$ cat src/rtl/cdb_arbiter_if.sv
// Functional-unit result ports and CDB broadcast bundle for cdb_arbiter.
// master: the arbiter side. slave: the FU / PRF / reservation-station side.
// XLEN is normally supplied by riscv_header.sv; it falls back to 32 here if undefined.
`ifndef XLEN
`define XLEN 32
`endif

interface cdb_arbiter_if #(
  parameter int unsigned NUM_FU = 4,
  parameter int unsigned TAG_W  = 6
);
  logic [NUM_FU-1:0]         fu_valid;
  logic [NUM_FU*TAG_W-1:0]   fu_tag;
  logic [NUM_FU*`XLEN-1:0]   fu_data;
  logic [NUM_FU-1:0]         fu_ready;
  logic                      flush;
  logic                      cdb_valid;
  logic [TAG_W-1:0]          cdb_tag;
  logic [`XLEN-1:0]          cdb_data;

  modport master (
    input  fu_valid, fu_tag, fu_data, flush,
    output fu_ready, cdb_valid, cdb_tag, cdb_data
  );

  modport slave (
    output fu_valid, fu_tag, fu_data, flush,
    input  fu_ready, cdb_valid, cdb_tag, cdb_data
  );
endinterface

$ cat src/rtl/cdb_arbiter.sv
// Common data bus arbiter: round-robin pick of one FU result per cycle, registered broadcast.
// Optional feature macro: CDB_PERF_CNT_EN adds a 32-bit saturating stall_count output.
// XLEN is normally supplied by riscv_header.sv; it falls back to 32 here if undefined.
`ifndef XLEN
`define XLEN 32
`endif

module cdb_arbiter #(
  parameter int unsigned NUM_FU = 4,
  parameter int unsigned TAG_W  = 6
) (
  input  logic              clk,
  input  logic              rst_n,
  cdb_arbiter_if.master     bus
`ifdef CDB_PERF_CNT_EN
  ,
  output logic [31:0]       stall_count
`endif
);

  localparam int unsigned PTR_W = (NUM_FU > 1) ? $clog2(NUM_FU) : 1;

  logic [PTR_W-1:0]  rr_ptr_q;
  logic [PTR_W-1:0]  rr_ptr_d;
  logic [PTR_W-1:0]  grant_idx;
  logic [NUM_FU-1:0] grant;
  logic              grant_vld;
  logic [TAG_W-1:0]  sel_tag;
  logic [`XLEN-1:0]  sel_data;
  logic              cdb_valid_q;
  logic [TAG_W-1:0]  cdb_tag_q;
  logic [`XLEN-1:0]  cdb_data_q;

  // Round-robin search from rr_ptr; flush and reset suppress every grant.
  always_comb begin
    logic [PTR_W:0] pos;
    grant     = '0;
    grant_idx = '0;
    grant_vld = 1'b0;
    pos       = '0;
    if (rst_n && !bus.flush) begin
      for (int unsigned k = 0; k < NUM_FU; k++) begin
        pos = {1'b0, rr_ptr_q} + (PTR_W+1)'(k);
        if (pos >= (PTR_W+1)'(NUM_FU)) begin
          pos = pos - (PTR_W+1)'(NUM_FU);
        end
        if (!grant_vld && bus.fu_valid[pos[PTR_W-1:0]]) begin
          grant_vld                 = 1'b1;
          grant_idx                 = pos[PTR_W-1:0];
          grant[pos[PTR_W-1:0]]     = 1'b1;
        end
      end
    end
  end

  // One-hot mux of the winning FU's tag and data.
  always_comb begin
    sel_tag  = '0;
    sel_data = '0;
    for (int i = 0; i < NUM_FU; i++) begin
      if (grant[i]) begin
        sel_tag  = bus.fu_tag[i*TAG_W +: TAG_W];
        sel_data = bus.fu_data[i*`XLEN +: `XLEN];
      end
    end
  end

  // Pointer moves just past the winner, wrapping at NUM_FU.
  always_comb begin
    if (grant_idx == PTR_W'(NUM_FU - 1)) begin
      rr_ptr_d = '0;
    end else begin
      rr_ptr_d = grant_idx + PTR_W'(1);
    end
  end

  // Pointer register; holds when nothing is granted (including during flush).
  always_ff @(posedge clk or negedge rst_n) begin
    if (!rst_n) begin
      rr_ptr_q <= '0;
    end else if (grant_vld) begin
      rr_ptr_q <= rr_ptr_d;
    end
  end

  // Broadcast register; tag/data hold when idle so the PRF ports see stable values.
  always_ff @(posedge clk or negedge rst_n) begin
    if (!rst_n) begin
      cdb_valid_q <= 1'b0;
      cdb_tag_q   <= '0;
      cdb_data_q  <= '0;
    end else begin
      cdb_valid_q <= grant_vld;
      if (grant_vld) begin
        cdb_tag_q  <= sel_tag;
        cdb_data_q <= sel_data;
      end
    end
  end

  assign bus.fu_ready  = grant;
  assign bus.cdb_valid = cdb_valid_q;
  assign bus.cdb_tag   = cdb_tag_q;
  assign bus.cdb_data  = cdb_data_q;

`ifdef CDB_PERF_CNT_EN
  logic [31:0] stall_q;

  // Count cycles where some valid FU lost arbitration; saturates at all-ones.
  always_ff @(posedge clk or negedge rst_n) begin
    if (!rst_n) begin
      stall_q <= '0;
    end else if (!bus.flush && ($countones(bus.fu_valid) > 1) && (stall_q != '1)) begin
      stall_q <= stall_q + 32'd1;
    end
  end

  assign stall_count = stall_q;
`endif

endmodule

$ cat src/flat_wrapper.sv
// flat-port wrapper written by rule: the top's interface ports become plain ports
module cdb_arbiter_flat 
#(
  parameter int unsigned NUM_FU = 4,
  parameter int unsigned TAG_W  = 6
)
  (clk, rst_n, bus_fu_valid, bus_fu_tag, bus_fu_data, bus_flush, bus_fu_ready, bus_cdb_valid, bus_cdb_tag, bus_cdb_data);
  cdb_arbiter_if #(.NUM_FU(NUM_FU), .TAG_W(TAG_W)) bus_i ();
  input  logic clk;
  input  logic rst_n;
  input wire logic [$bits(bus_i.fu_valid)-1:0] bus_fu_valid;
  input wire logic [$bits(bus_i.fu_tag)-1:0] bus_fu_tag;
  input wire logic [$bits(bus_i.fu_data)-1:0] bus_fu_data;
  input wire logic [$bits(bus_i.flush)-1:0] bus_flush;
  output wire logic [$bits(bus_i.fu_ready)-1:0] bus_fu_ready;
  output wire logic [$bits(bus_i.cdb_valid)-1:0] bus_cdb_valid;
  output wire logic [$bits(bus_i.cdb_tag)-1:0] bus_cdb_tag;
  output wire logic [$bits(bus_i.cdb_data)-1:0] bus_cdb_data;
  assign bus_i.fu_valid = bus_fu_valid;
  assign bus_i.fu_tag = bus_fu_tag;
  assign bus_i.fu_data = bus_fu_data;
  assign bus_i.flush = bus_flush;
  assign bus_fu_ready = bus_i.fu_ready;
  assign bus_cdb_valid = bus_i.cdb_valid;
  assign bus_cdb_tag = bus_i.cdb_tag;
  assign bus_cdb_data = bus_i.cdb_data;
  cdb_arbiter #(.NUM_FU(NUM_FU), .TAG_W(TAG_W)) u_core (.clk(clk), .rst_n(rst_n), .bus(bus_i));
endmodule
$ cat config.mk
export PLATFORM = sky130hd
export DESIGN_NAME = cdb_arbiter_flat
export DESIGN_NICKNAME = d
export VERILOG_FILES = /design/src/rtl/cdb_arbiter_if.sv /design/src/rtl/cdb_arbiter.sv /design/src/flat_wrapper.sv
export SDC_FILE = /design/constraint.sdc
export NUM_CORES = 1
export LEC_CHECK = 0
export BUFFER_PORTS_ARGS = -buffer_cell sky130_fd_sc_hd__buf_2
export CORE_ASPECT_RATIO = 1.25
export CORE_UTILIZATION = 41
export DETAILED_ROUTE_END_ITERATION = 8
export PLACE_DENSITY = 0.78
export SLEW_MARGIN = 20
export SYNTH_ARGS = -nofsm -noshare
export SYNTH_HDL_FRONTEND = slang
export SYNTH_SLANG_ARGS = --single-unit
$ cat constraint.sdc
create_clock -name clk -period 3 [get_ports clk]
set_input_delay 0.45 -clock clk [delete_from_list [all_inputs] [get_ports clk]]
set_output_delay 0.45 -clock clk [all_outputs]
set_load 0.01 [all_outputs]
# Word-level counts from Yosys, hierarchy flattened
# Index checks and enable logic that the tools add are counted.
[totals] word_cells=94 register_bits=41 in_bits=159
[classes] reduce_logical=12 magnitude_cmp=12 bitwise=3 n_eq_ne=1 addsub=8 mux=54
[ops] operator="$mux 32" n=4
[ops] operator="$mux 4" n=8
[ops] operator="$mux 2" n=14
[ops] operator="$mux 6" n=4
[ops] operator="$mux 1" n=16
[ops] operator="$lt 2x3->1 const B" n=4
[ops] operator="$or 4x4->4" n=3
[ops] operator="$ge 3x3->1 const B" n=3
[ops] operator="$bmux 1 s2" n=4
[ops] operator="$demux 1 s2" n=4
[ops] operator="$ge 2x1->1 const B" n=4
[ops] operator="$logic_and 1x1->1" n=8
[ops] operator="$sub 2x1->2 const B" n=4
[ops] operator="$add 2x2->3 const B" n=2
[ops] operator="$logic_not 1->1" n=4
[ops] operator="$add 2x1->3 const B" n=1
[ops] operator="$ge 2x3->1 const B" n=1
[ops] operator="$add 2x1->2 const B" n=1
[ops] operator="$eq 2x2->1 const B" n=1

# Depth between registers and ports, before layout
# Gate-level depths: netlist of the first run.
[depth] ltp_word=23 mapped_depth=11

# Worst setup path before layout of the first run
# OpenSTA, ideal clock, no wires.
[synth_timing] path_kind="register to output" startpoint="reg u_core.rr_ptr_q[0]" endpoint="out bus_fu_ready[3]" setup_slack_ps=159 stages_incl_launch_ff=11 t_arrival_ps=2391 cell_sequence="dfrtp_1 > buf_6 > inv_1 > ha_1 > mux4_2 > a21oi_1 > a21oi_1 > o21ai_0 > buf_2 > buf_2 > inv_1"
[synth_via] elab_chain_cells=19 elab_cells_between_ends=70 classes_between="7 x add/sub; 12 x order compare; 38 x mux; 3 x bitwise; 10 x reduce/logical"
[synth_lines] element="from (decl)" line="cdb_arbiter.sv:23" source="logic [PTR_W-1:0] rr_ptr_q;"
[synth_lines] element="from (signal assigned)" line="cdb_arbiter.sv:82" source="rr_ptr_q <= rr_ptr_d;"
[synth_lines] element="parallel branches: the longest is 17 deep, another holds $add 2x1->3"
[synth_lines] element="$mux 4 (*)" line="cdb_arbiter.sv:47" source="if (!grant_vld && bus.fu_valid[pos[PTR_W-1:0]]) begin"
[synth_lines] element="$mux 4 (*)" line="cdb_arbiter.sv:41" source="if (rst_n && !bus.flush) begin"
[synth_lines] element="to (decl)" line="flat_wrapper.sv:15" source="output wire logic [$bits(bus_i.fu_ready)-1:0] bus_fu_ready;"
# Mark *: on every way between the ends. The select of a mux whose other input is x is not followed.

# Final worst setup path of the first run
[layout_timing] startpoint="reg u_core.rr_ptr_q[0]" endpoint="out bus_fu_ready[2]"
# Same word-level chain as after synthesis.

==> impl_metrics.tcl, run 1 <==
set metrics [dict create \
    clock_path_buffers 2 \
    drv_cap 0 \
    seq_power_share 0.270 \
    nFillCells 599 \
    rsz0062_at_grt "no" \
    crit_type "reg -> out" \
    comb_power_share 0.606 \
    yosys_warnings 0 \
    die-area_sq_um 7201 \
    drtIter0Drc 194 \
    synth_top_area_cell "dfrtp_1" \
    critical_path_required_ns 2.55 \
    grt_pass1_wl_microns 15480 \
    antenna_found_initial 0 \
    dp_hpwl_microns 7212 \
    post-place-cells 563 \
    antenna_left 0 \
    fin_crit_ns 2.768 \
    rows 33 \
    post-route-drc-count 0 \
    grt_overflow 0 \
    synth_nets 458 \
    ir_drop_mv 0.5575 \
    power_switching_mw 1.680 \
    status "complete, no violations" \
    skew_ns 0.01014 \
    fin_crit_sh 0.9225 \
    path_clk_slew_ns 0.08 \
    tightest_slew_ns 0.6006 \
    fp.dieH_microns 94.63 \
    r2r_cells 10 \
    clock.fmax_ghz 0.3613 \
    gr-usage-all-layers 0.2708 \
    cts_buffers 5 \
    setup_violations 0 \
    multiInputGateArea_sq_um 1643 \
    cts.sinks 41 \
    gp_congestion 0.9218 \
    synth-seq-cells 41 \
    drive_gt1_frac 0.5266 \
    netlist_area_sq_um 2814 \
    cp_data_arrival_time_ns 2.32 \
    io_pins 202 \
    hold_viol 0 \
    htree_levels 2 \
    netlist_instances 291 \
    synth_cell_types 38 \
    io_buffers 201 \
    grt_start_max_net_pins 42 \
    cts_root_buf "clkbuf_8" \
    maxSlewHeadroom 0.5996 \
    p_sw_frac 0.4562 \
    holdWs_ns 0.07654 \
    syn_to_final_growth_pct 43.93 \
    crit_path_start_kind "flop" \
    p_int_mw 2.002 \
    die_width_microns 76.10 \
    core_area_sq_um 6606 \
    pre_cts_ws_ns -0.05609 \
    worstPathMaxFanout 14 \
    synth_top_area_frac 0.3646 \
    timing.rr.end "u_core.bus.cdb_data[28]" \
    yosysSeqAreaShare 0.3646 \
    grt_pass1_vias 3257 \
    start_util 0.4259 \
    finalNonFillerCells 575 \
    wl_microns 10310 \
    routed_via_density 5.843 \
    endpoint_kind "output port" \
    holdCritPathClass "in -> async" \
    cts_tree "done" \
    clock_latency_ns 0.29 \
    cellLeakagePower_nw 1.926 \
    vias 3360 \
    syn_area_per_cell_sq_um 9.670 \
    final.setup.tns_ns 0 \
    drv_slew 0 \
    pwr_density_cell_nw_per_um2 909.0 \
    antenna_cells 0 \
    timing.final.ws_setup_ns 0.2325 \
    ff_latch_area_sq_um 1026 \
    clockPowerShare 0.124 \
    ys_top_cells_by_area "dfrtp_1 36%, a221oi_2 11%, o22ai_1 8.4%" \
    drtPass1Iterations 4 \
    routedWlPerCell_microns 17.93 \
    reg2reg_slack_ns 0.27 \
    reg2reg_from "u_core.rr_ptr_q[0]" \
    fin_nets 654 \
]
[metal layers]
layer / up-vias / GRT usage / wire [microns]
met1: 1609 / 0.3257 / 4217
met5: - / 0 / 0
met2: 166 / 0.4871 / 5239
met4: 0 / 0.1026 / 197
met3: 16 / 0.04541 / 657
li1: 1569 / - / -
[cells in the mapped netlist, drive strengths merged]
cell type,instances
nand2b,1
nand4b,1
inv,8
o211ai,1
xnor2,3
a31oi,2
ha,8
nor3,2
o2111a,1
o22ai,38
a31o,1
mux2i,2
nand3b,3
buf,21
clkbuf,8
a32o,1
a21oi,46
and3b,1
nor2,6
nor2b,4
a221o,1
and4bb,1
o21ai,3
dfrtp,41
and2,1
nor3b,1
or3b,1
mux4,3
a22o,1
a221oi,38
nand4,1
nand3,39
a211oi,2
[state kept, by name, summed over array words and instances, names as in the netlist]
name / cells
u_core.bus.cdb_tag: 6
u_core.bus.cdb_valid: 1
u_core.bus.cdb_data: 32
u_core.rr_ptr_q: 2
[logic make-up after synthesis]
logic type               count (synthesis)  share of synthesized area
AND/OR/NAND/NOR                         62                     0.1209
buffers and inverters                   37                    0.07292
AO/OA/AOI/OAI                          135                     0.3655
adder cells (fa/ha/maj)                  8                    0.03557
XOR/XNOR                                 3                   0.009339
multiplexers                             5                    0.03112
flip-flops                              41                     0.3646
[area by class of cell]
type                    instances  area share
multi-input cells             214      0.4056
clock inverters                 1    0.007414
clock buffers                   7     0.02132
flip-flops and latches         41      0.2533
repair buffers                217      0.2780
inverters                       8    0.007414
well taps                      87     0.02688
[repair_timing]
item	4_1_cts	5_1_grt
gates resized for setup	1	2
buffers inserted	3	0
hold buffers	0	0
pin swaps	1	0
endpoints found under the setup margin	16	38
gates cloned	0	1
[how the worst max path moves through the flow]
stage                       start                 endpoint  cells after the start
2_1_floorplan  u_core.rr_ptr_q[0]          bus_fu_ready[3]                     10
3_3_place_gp   u_core.rr_ptr_q[1]    u_core.bus.cdb_tag[2]                      8
3_5_place_dp   u_core.rr_ptr_q[1]  u_core.bus.cdb_data[27]                      8
4_1_cts        u_core.rr_ptr_q[0]  u_core.bus.cdb_data[27]                      7
5_1_grt        u_core.rr_ptr_q[0]          bus_fu_ready[1]                      7
6_report       u_core.rr_ptr_q[0]          bus_fu_ready[2]                      6
[power groups by stage]
| stage | Sequential, mW | Clock, mW | Combinational, mW |
|---|---|---|---|
| CTS | 0.992 | 0.469 | 2.19 |
| detailed placement | 1.00 | 0 | 2.15 |
| global placement | 0.991 | 0 | 2.10 |
| floorplan | 1.13 | 0 | 1.25 |
| finish | 0.994 | 0.456 | 2.23 |
| global route | 1.02 | 0.488 | 2.42 |
[placed cells by master, fill, tap and decap left out, types with 3 or more instances in the layout]
cell type | Yosys | routed
a221oi_1 | 18 | 18
nor2b_1 | 4 | 4
xnor2_1 | 3 | 3
a221oi_2 | 20 | 20
dfrtp_1 | 41 | 41
clkbuf_8 | 0 | 6
ha_1 | 8 | 7
mux4_2 | 3 | 3
o22ai_1 | 38 | 38
nand3b_1 | 3 | 3
buf_4 | 4 | 16
inv_1 | 8 | 8
buf_2 | 11 | 201
a21oi_1 | 45 | 43
nand3_1 | 39 | 39
nor2_1 | 6 | 6
[critical path, stage by stage, from the launching register on]
cell and delay (ns):
dfrtp_1 0.36, buf_4 0.21, mux4_2 0.61, nand3b_1 0.19, a22o_1 0.28, a21oi_4 0.22, buf_2 0.17
[per-stage QoR]
| step | util | area [sq um] | power [mW] |
|---|---|---|---|
| 3_3_place_gp | 0.5877 | 3882 | 3.091 |
| 2_1_floorplan | - | 2814 | 2.384 |
| 4_1_cts | 0.6106 | 4034 | 3.655 |
| 6_report | 0.6131 | 4050 | 3.682 |
| 5_1_grt | 0.6131 | 4050 | 3.931 |
| 3_5_place_dp | 0.5877 | 3882 | 3.149 |
Power figures use the tool's default switching activity.
==> run 2, diff against run 1 <==
--- a/config.mk
+++ b/config.mk
@@ -6,10 +6,10 @@
 export NUM_CORES = 1
 export LEC_CHECK = 0
 export BUFFER_PORTS_ARGS = -buffer_cell sky130_fd_sc_hd__buf_2
-export CORE_ASPECT_RATIO = 1.25
+export CORE_ASPECT_RATIO = 0.9
 export CORE_UTILIZATION = 41
 export DETAILED_ROUTE_END_ITERATION = 8
-export PLACE_DENSITY = 0.78
+export PLACE_DENSITY = 0.81
 export SLEW_MARGIN = 20
 export SYNTH_ARGS = -nofsm -noshare
 export SYNTH_HDL_FRONTEND = slang
==> run 2 against run 1 <==
Effect of this change: count of clock-buffer cells in the layout decreased by 1; sequential share of layout area down 0.32 points; highest routed layer unchanged; critical path depth did not move; first-iteration DRC count decreased by 33%; largest cell class unchanged; register-to-register slack lost 0.08 ns; die area hardly changed; clock power grew 2%; sequential cell count is the same; critical endpoint is now bus_fu_ready[0].
==> impl_metrics.tcl, run 2 (synthesis results as in run 1) <==
set metrics [dict create \
    drv_slew 0 \
    grt_pass1_wl_microns 15260 \
    cts_tree "done" \
    cts.sinks 41 \
    layout_common_cells "201 x buf_2, 44 x a21oi_1, 41 x dfrtp_1" \
    vias 3377 \
    critical_path_required_ns 2.55 \
    cts_buffers 5 \
    ctsHoldBuffers 0 \
    rsz0062_at_grt "no" \
    fin_nets 658 \
    ir_drop_mv 0.4851 \
    pre_cts_ws_ns 0.1903 \
    grt_start_max_net_pins 42 \
    io_pins 202 \
    clock_path_buffers 2 \
    core_area_sq_um 6621 \
    final.setup.tns_ns 0 \
    endpoint_kind "output port" \
    largest_reg_flops 32 \
    status "complete, no violations" \
    grt_pass1_vias 3189 \
    drtIter0Drc 130 \
    timing.final.ws_setup_ns 0.1558 \
    cp_data_arrival_time_ns 2.39 \
    pwr_density_cell_nw_per_um2 895.5 \
    fin_crit_sh 0.9481 \
    crit_type "reg -> out" \
    layout.cell_area.non_filler_sq_um 4103 \
    grt_overflow 0 \
    drv_cap 0 \
    setup_violations 0 \
    holdCritPathClass "in -> async" \
    syn_to_final_growth_pct 45.80 \
    antenna_found_initial 0 \
    hold_viol 0 \
    path_clk_slew_ns 0.08 \
    antenna_cells 0 \
    routedWlPerCell_microns 17.85 \
    drtPass1Iterations 4 \
    drive_gt1_frac 0.5346 \
    clock_latency_ns 0.29 \
    htree_levels 2 \
    start_util 0.4250 \
    worstPathMaxFanout 8 \
    antenna_left 0 \
    dp_hpwl_microns 7430 \
    die_width_microns 89.33 \
    io_buffers 201 \
    cts_root_buf "clkbuf_8" \
    postLayoutCoreUtil 0.6196 \
    fp.dieH_microns 80.60 \
    cellLeakagePower_nw 1.958 \
    tightest_slew_ns 0.4928 \
    dpl_cell_area_sq_um 3923 \
    skew_ns 0.005907 \
    nFillCells 582 \
    rows 28 \
    gr-usage-all-layers 0.2786 \
    gp_congestion 0.9000 \
    crit_path_start_kind "flop" \
    wl_microns 10390 \
    maxSlewHeadroom 0.6715 \
    clock.fmax_ghz 0.3516 \
    routed_via_density 5.802 \
    post-route-drc-count 0 \
    final_common_cell "buf_2" \
    fin_crit_ns 2.844 \
    die-area_sq_um 7199 \
]
-- run 2: metal layers --
| layer | wire, microns | vias up | global-route usage |
|---|---|---|---|
| met5 | 0 | - | 0 |
| met4 | 161 | 0 | 0.08571 |
| met3 | 913 | 18 | 0.05961 |
| met2 | 5221 | 197 | 0.4985 |
| met1 | 4092 | 1591 | 0.3299 |
| li1 | - | 1571 | - |
-- run 2: cell type report --
type,count,area (sq um),share of cell area
Multi-Input combinational cell,213,1634,0.3983
Tap cell,90,112.6,0.02745
Timing Repair Buffer,222,1180,0.2876
Sequential cell,41,1026,0.2501
Clock buffer,6,82.58,0.02013
Clock inverter,2,37.54,0.009149
Inverter,8,30.03,0.007319
-- run 2: stage by stage --
step | std cells | hold slack [ns] | total power, mW
2_1_floorplan | 291 | 0.1544 | 2.384
3_3_place_gp | 569 | 0.4505 | 3.082
3_5_place_dp | 569 | 0.4611 | 3.142
4_1_cts | 577 | 0.1354 | 3.632
5_1_grt | 582 | 0.1545 | 3.954
6_report | 582 | 0.1388 | 3.674
-- run 2: final timing paths --
kind / start / endpoint / slack (ns) / cells after the start
worst max-delay path: u_core.rr_ptr_q[0] / bus_fu_ready[0] / 0.16 / 6
worst min-delay path: rst_n / u_core.bus.cdb_data[0] / 0.14 / 2
worst max register to register: u_core.rr_ptr_q[0] / u_core.bus.cdb_tag[1] / 0.19 / 9
worst min register to register: u_core.bus.cdb_data[16] / u_core.bus.cdb_data[16] / 0.55 / 2
max in group asynchronous: rst_n / u_core.bus.cdb_data[10] / 2.56 / 2
min in group clk: bus_fu_data[25] / u_core.bus.cdb_data[25] / 0.40 / 3
-- run 2: where the power goes --
group          switching [mW]  internal [mW]
logic                    1.32          0.904
clock network           0.196          0.271
registers               0.148          0.833
total                    1.67           2.01
-- run 2: timing repair --
item,in CTS,in global routing
gates resized for setup,1,3
setup buffers,0,5
endpoints found under the setup margin,1,9
pin swaps,0,2
-- run 2: critical path, stage by stage, from the launching register on --
cell and delay, ns:
dfrtp_1 0.39, inv_1 0.17, ha_2 0.34, mux4_2 0.37, a221o_1 0.39, a32o_4 0.29
buf_2 0.15
